`src/rtl/nes_ppu_pkg.sv`:
```
// Shared types, constants and address/greyscale helpers for the PPU palette read path.
package nes_ppu_pkg;
  localparam int LUT_CH_W = 8;

  typedef logic [4:0]            pal_idx_t;
  typedef logic [5:0]            nes_color_t;
  typedef logic [3*LUT_CH_W-1:0] rgb_t;

  localparam pal_idx_t   PAL_BACKDROP = 5'h00;
  localparam nes_color_t GREY_MASK    = 6'h30;

  // Colour 0 of every palette shows the universal backdrop entry.
  function automatic pal_idx_t pixel_addr(input pal_idx_t idx);
    return (idx[1:0] == 2'b00) ? PAL_BACKDROP : idx;
  endfunction

  // Sprite backdrop slots $10/$14/$18/$1C mirror $00/$04/$08/$0C.
  function automatic pal_idx_t cpu_addr(input pal_idx_t addr);
    return (addr[4] && addr[1:0] == 2'b00) ? {1'b0, addr[3:0]} : addr;
  endfunction

  function automatic nes_color_t grey_code(input logic [7:0] data, input logic grey);
    return data[5:0] & (grey ? GREY_MASK : 6'h3F);
  endfunction
endpackage

```
`src/rtl/nes_rgb_lut.sv`:
```
// Constant 64-entry NES system palette: 6-bit colour code to 24-bit {R,G,B}, combinational.
module nes_rgb_lut
  import nes_ppu_pkg::*;
(
  input  nes_color_t code,
  output rgb_t       rgb
);
  always_comb begin
    rgb = '0;
    case (code)
      6'h00: rgb = 24'h7C7C7C; 6'h01: rgb = 24'h0000FC; 6'h02: rgb = 24'h0000BC; 6'h03: rgb = 24'h4428BC;
      6'h04: rgb = 24'h940084; 6'h05: rgb = 24'hA80020; 6'h06: rgb = 24'hA81000; 6'h07: rgb = 24'h881400;
      6'h08: rgb = 24'h503000; 6'h09: rgb = 24'h007800; 6'h0A: rgb = 24'h006800; 6'h0B: rgb = 24'h005800;
      6'h0C: rgb = 24'h004058; 6'h0D: rgb = 24'h000000; 6'h0E: rgb = 24'h000000; 6'h0F: rgb = 24'h000000;
      6'h10: rgb = 24'hBCBCBC; 6'h11: rgb = 24'h0078F8; 6'h12: rgb = 24'h0058F8; 6'h13: rgb = 24'h6844FC;
      6'h14: rgb = 24'hD800CC; 6'h15: rgb = 24'hE40058; 6'h16: rgb = 24'hF83800; 6'h17: rgb = 24'hE45C10;
      6'h18: rgb = 24'hAC7C00; 6'h19: rgb = 24'h00B800; 6'h1A: rgb = 24'h00A800; 6'h1B: rgb = 24'h00A844;
      6'h1C: rgb = 24'h008888; 6'h1D: rgb = 24'h000000; 6'h1E: rgb = 24'h000000; 6'h1F: rgb = 24'h000000;
      6'h20: rgb = 24'hF8F8F8; 6'h21: rgb = 24'h3CBCFC; 6'h22: rgb = 24'h6888FC; 6'h23: rgb = 24'h9878F8;
      6'h24: rgb = 24'hF878F8; 6'h25: rgb = 24'hF85898; 6'h26: rgb = 24'hF87858; 6'h27: rgb = 24'hFCA044;
      6'h28: rgb = 24'hF8B800; 6'h29: rgb = 24'hB8F818; 6'h2A: rgb = 24'h58D854; 6'h2B: rgb = 24'h58F898;
      6'h2C: rgb = 24'h00E8D8; 6'h2D: rgb = 24'h787878; 6'h2E: rgb = 24'h000000; 6'h2F: rgb = 24'h000000;
      6'h30: rgb = 24'hFCFCFC; 6'h31: rgb = 24'hA4E4FC; 6'h32: rgb = 24'hB8B8F8; 6'h33: rgb = 24'hD8B8F8;
      6'h34: rgb = 24'hF8B8F8; 6'h35: rgb = 24'hF8A4C0; 6'h36: rgb = 24'hF0D0B0; 6'h37: rgb = 24'hFCE0A8;
      6'h38: rgb = 24'hF8D878; 6'h39: rgb = 24'hD8F878; 6'h3A: rgb = 24'hB8F8B8; 6'h3B: rgb = 24'hB8F8D8;
      6'h3C: rgb = 24'h00FCFC; 6'h3D: rgb = 24'hF8D8F8; 6'h3E: rgb = 24'h000000; 6'h3F: rgb = 24'h000000;
    endcase
  end
endmodule

```
`src/rtl/palette_pixel_pipe.sv`:
```
// Palette index -> RGB pipeline sharing the palette RAM read port with CPU $2007 reads.
// Define PALETTE_EMPHASIS_EN to build the PPUMASK emphasis scaling into stage 2.
module palette_pixel_pipe
  import nes_ppu_pkg::*;
#(
  parameter int STALL_LIMIT = 4,
  parameter int CH_W        = 8
) (
  input  logic              clk,
  input  logic              reset_n,
  input  logic              pix_valid,
  output logic              pix_ready,
  input  logic [4:0]        pix_idx,
  input  logic              mask_grey,
  input  logic [2:0]        mask_emph,
  input  logic              cpu_rd_req,
  input  logic [4:0]        cpu_rd_addr,
  output logic              cpu_rd_ack,
  output logic [7:0]        cpu_rd_data,
  output logic [4:0]        pal_addr,
  input  logic [7:0]        pal_data,
  output logic              rgb_valid,
  input  logic              rgb_ready,
  output logic [3*CH_W-1:0] rgb_out
);
  localparam int STARVE_W = (STALL_LIMIT < 1) ? 1 : $clog2(STALL_LIMIT + 1);

  logic                s1_valid;
  nes_color_t          s1_code;
  logic [STARVE_W-1:0] starve;
  logic                cpu_win;
  logic                pix_grant;
  logic                s2_load;
  logic                s1_free;
  rgb_t                lut_rgb;
  logic [3*CH_W-1:0]   rgb_next;
`ifdef PALETTE_EMPHASIS_EN
  logic [2:0]          s1_emph;
`else
  logic                unused_emph;
  assign unused_emph = ^mask_emph;
`endif

  // A waiting CPU read only beats a valid pixel once it has lost STALL_LIMIT times in a row.
  assign cpu_win   = cpu_rd_req && (!pix_valid || starve == STARVE_W'(STALL_LIMIT));
  assign s2_load   = !rgb_valid || rgb_ready;
  assign s1_free   = !s1_valid || s2_load;
  assign pix_ready = s1_free && !cpu_win;
  assign pix_grant = pix_valid && pix_ready;

  always_comb begin
    pal_addr = PAL_BACKDROP;
    if (reset_n) begin
      if (cpu_win)
        pal_addr = cpu_addr(cpu_rd_addr);
      else if (pix_grant)
        pal_addr = pixel_addr(pix_idx);
    end
  end

  nes_rgb_lut u_lut (
    .code (s1_code),
    .rgb  (lut_rgb)
  );

  // gi = 0 is blue (low bits), 2 is red; emphasis bit for channel gi is mask_emph[2-gi].
  for (genvar gi = 0; gi < 3; gi++) begin : g_ch
    logic [CH_W-1:0] base;
    logic [CH_W-1:0] chan;
    if (CH_W >= LUT_CH_W) begin : g_wide
      assign base = CH_W'(lut_rgb[gi*LUT_CH_W +: LUT_CH_W]) << (CH_W - LUT_CH_W);
    end else begin : g_narrow
      assign base = lut_rgb[gi*LUT_CH_W + (LUT_CH_W - CH_W) +: CH_W];
    end
`ifdef PALETTE_EMPHASIS_EN
    logic [2:0]      others;
    logic [CH_W-1:0] once;
    logic [CH_W-1:0] twice;
    assign others = s1_emph & ~3'(1 << (2 - gi));
    assign once   = base - (base >> 2);
    assign twice  = once - (once >> 2);
    always_comb begin
      chan = base;
      if (s1_code[3:1] != 3'b111) begin
        if ($countones(others) == 2)
          chan = twice;
        else if (others != 3'b000)
          chan = once;
      end
    end
`else
    assign chan = base;
`endif
    assign rgb_next[gi*CH_W +: CH_W] = chan;
  end

  always_ff @(posedge clk or negedge reset_n) begin
    if (!reset_n) begin
      s1_valid    <= 1'b0;
      s1_code     <= '0;
`ifdef PALETTE_EMPHASIS_EN
      s1_emph     <= '0;
`endif
      rgb_valid   <= 1'b0;
      rgb_out     <= '0;
      cpu_rd_ack  <= 1'b0;
      cpu_rd_data <= '0;
      starve      <= '0;
    end else begin
      cpu_rd_ack <= cpu_win;
      if (cpu_win) begin
        cpu_rd_data <= {2'b00, grey_code(pal_data, mask_grey)};
        starve      <= '0;
      end else if (cpu_rd_req) begin
        starve <= starve + STARVE_W'(1);
      end

      if (pix_grant) begin
        s1_valid <= 1'b1;
        s1_code  <= grey_code(pal_data, mask_grey);
`ifdef PALETTE_EMPHASIS_EN
        s1_emph  <= mask_emph;
`endif
      end else if (s2_load) begin
        s1_valid <= 1'b0;
      end

      if (s2_load) begin
        rgb_valid <= s1_valid;
        if (s1_valid)
          rgb_out <= rgb_next;
      end
    end
  end
endmodule

```
`config.mk`:
```
export PLATFORM = sky130hd
export DESIGN_NAME = palette_pixel_pipe
export DESIGN_NICKNAME = d
export VERILOG_FILES = /design/src/rtl/nes_ppu_pkg.sv /design/src/rtl/nes_rgb_lut.sv /design/src/rtl/palette_pixel_pipe.sv
export SDC_FILE = /design/constraint.sdc
export NUM_CORES = 1
export LEC_CHECK = 0
export ABC_AREA = 1
export CAP_MARGIN = 5
export CORE_ASPECT_RATIO = 0.7
export CORE_MARGIN = 2
export CORE_UTILIZATION = 45
export DETAILED_ROUTE_END_ITERATION = 16
export PLACE_DENSITY = 0.85
export SYNTH_ARGS = -nofsm -noshare
export SYNTH_HDL_FRONTEND = slang
export SYNTH_SLANG_ARGS = --single-unit
```
`constraint.sdc`:
```
create_clock -name clk -period 2 [get_ports clk]
set_clock_uncertainty 0.15 [all_clocks]
set_input_delay 0.6 -clock clk [delete_from_list [all_inputs] [get_ports clk]]
set_output_delay 0.6 -clock clk [all_outputs]
set_load 0.02 [all_outputs]
```
==> impl_results.md <==
- Status: finished with violations
- Violated checks: setup timing
- Critical-path cell list: inv_2, ha_4, a21oi_4, nor2_4, nor3_4, buf_6, nand2_4, a21oi_4, buf_6
- Area Overhead vs Synth: 37.02%
- Layout cells sized above 1: 17.79%
- Number of remaining DRC errors: 0
- Clock buffer depth: 2
- Gr busiest metal: met2
- CTS tree: built
- Gp weighted congestion: roughly 0.95
- Setup-failing EPs final: 6
- Critical path arrival: 1780 ps
- Antenna viol nets, final: 0
- Antenna violations before repair: 0
- Most frequent cell after synthesis: nand2_1
- Boundary pin count: 67
- Post-Syn Area per Cell: approximately 6.4 sq um
- Ys async rst share: 100.0%
- Top-area cell type share of the netlist area: between 30% and 40%
- Final wirelength: 9651 microns
- Period utilization: 126.6%
- RSZ-0062 raised after global routing: true
- Worst-path clk slew: approximately 80 ps
- Port Buffers: between 50 and 60
- Maximum Capacitance Violations: 0
- Vias in the first global route: approximately 3,100
- H-tree Lvls: 2
- Min Clock Period, post-route: roughly 2500 ps
- Largest net degree at the start of global routing: 37
- Mapped cell area: between 0.002 and 0.003 sq mm
- GRT overflow: 0
- Drt first pass iters: 5
- Crit-path max cell delay: 380 ps
- Max-slew violations: 0
- Crit path launch type: flop
- Nets: between 500 and 600
- Fillers: 588
- Peak VDD IR: about 0.00043 V
- Met1 Use GR: between 30% and 40%
- Hold Slack: 258.5 ps
- Slowest stage cell, crit path: dfrtp_1
- Post-Syn Instances: around 450
- HPWL after DPL: 7161 microns
- GR Layer Usage met2: about 46%
- First-pass GRT wire length: between 15,000 and 20,000 microns
- GR Util met3: 6.917%
- TritonCTS Buffers: 5
- All-Layer GR Usage: between 20% and 30%
- Die ar.: 0.007073 sq mm
- Avg Vias per Cell: roughly 5.3
- Wire per inst: 15.77 microns
- Die height: roughly 71 microns
- Setup ws final: -531.3 ps
- Total vias in the final route: 3,260
- Pre-CTS WS: -1247 ps
- Worst min path class: in -> async
- CP Class: reg -> out
- FMAX: 395.1 MHz
- Synth unique cells: 26
- Hold-fix buffers at CTS: 0
- PwrDens: 978.1 mW/mm^2
- Number of synthesized flops with an enable pin: 0
- Core ar.: between 0.006 and 0.007 sq mm
- First DRT Iteration DRCs: 359
- Final-report hold violation count: 0
- Crit path capture type: output pin
- Post-synth top cells: 171 x nand2_1, 43 x nor2_1, 37 x a21oi_1
- Cell Rows: 24
- Post-synth top flop: dfrtp_1
- Die Wd: 99.67 microns
- Ranking of synthesized cells by area: dfrtp_1 31%, nand2_1 22%, ha_1 6.5%
- WP data required: 1250 ps
- Peak fanout along the critical path: 4
- Initial Util: 46.38%
- Sequential area share after synthesis: 31.25%
- Overall power: 3.864 mW
- Clk root buf: clkbuf_8
- Worst-skew pair later-pin latency: 300 ps
- Seq cells post-synth: 36
- CTS Sinks: 36
- Yosys top cell by area: dfrtp_1
- N_diodes: 0
- Yosys warnings: 0
- Static Leak: 2.026 nW
-- critical path: cells and delay by family (launching register included) --
kind            cells  cell delay, ps
compound gates      2             300
simple gates        3             280
flops               1             380
fa+ha+maj           1             160
buf+inv             3             360
-- layer usage --
layer	vias to the layer above	share of wire [%]	wire, microns
met5	-	0	0
met1	1463	43	4122
met3	22	9.6	927
li1	1581	-	-
met2	194	46	4439
met4	0	1.7	161
-- sequential cells by signal, indices dropped and copies added, names as in the netlist --
register     flops
cpu_rd_data      6
rgb_out         18
s1_valid         1
starve           3
s1_code          6
rgb_valid        1
cpu_rd_ack       1
-- cell type report --
cell class / count / area, sq um / share of cell area (%)
Sequential cell: 36 / 900.9 / 22.81
Clock inverter: 3 / 46.29 / 1.172
Clock buffer: 5 / 68.82 / 1.742
Timing Repair Buffer: 95 / 869.6 / 22.01
Inverter: 40 / 152.6 / 3.864
Tap cell: 78 / 97.59 / 2.471
Multi-Input combinational cell: 355 / 1814 / 45.93
-- repair_timing --
item / in CTS / in global routing
pin swaps: 6 / 5
buffers inserted: 5 / 1
endpoints found under the setup margin: 32 / 18
hold endpoints to repair: 0 / 0
gates resized for setup: 87 / 7
-- cells by family (layout without fill, tap and decap cells) --
family	after synthesis	after routing	synth area share, %
xor+xnor	1	1	0.3039
buf+inv	68	143	11.24
other cells	1	8	0.1301
compound gates	67	67	12.76
flops	36	36	31.25
fa+ha+maj	15	15	6.510
simple gates	264	264	37.80
-- per-stage QoR --
stage,util [%],instances,cell area [sq um],TNS (ps)
4_1_cts,63.00,611,3916,-3076
3_3_place_gp,60.08,598,3735,-9743
5_1_grt,63.55,612,3950,-3349
6_report,63.55,612,3950,-2916
2_1_floorplan,-,459,2965,-1390
3_5_place_dp,60.08,598,3735,-10910
-- power breakdown --
group          internal, mW  switching [mW]  leakage (nW)
registers             0.945           0.132         0.437
clock network         0.376           0.300        0.0548
logic                 0.799            1.31          1.53
total                  2.12            1.74          2.03
-- cell usage in the layout, fill, tap and decap left out, types with 5 or more instances in the layout --
cell type	instances
ha_1	12
nor2_2	5
inv_2	10
clkbuf_8	5
clkdlybuf4s50_1	17
nor2_1	41
dfrtp_1	36
o21ai_1	7
a21oi_4	7
inv_1	29
buf_4	36
dlygate4sd2_1	29
o21ai_0	15
buf_6	8
nand3_1	35
nand2_1	164
conb_1	8
a21oi_1	32
-- final timing paths --
path	startpoint	end	slack, ps	cells past startpoint
max	starve[0]	pal_addr[0]	-530	9
min	reset_n	rgb_out[15]	260	2
max reg2reg	s1_code[0]	rgb_out[13]	140	11
min reg2reg	rgb_out[5]	rgb_out[5]	330	2
max in group asynchronous	reset_n	s1_code[5]	1100	2
min in group clk	rgb_out[5]	rgb_out[5]	330	2
(Power assumes the default switching activity.)
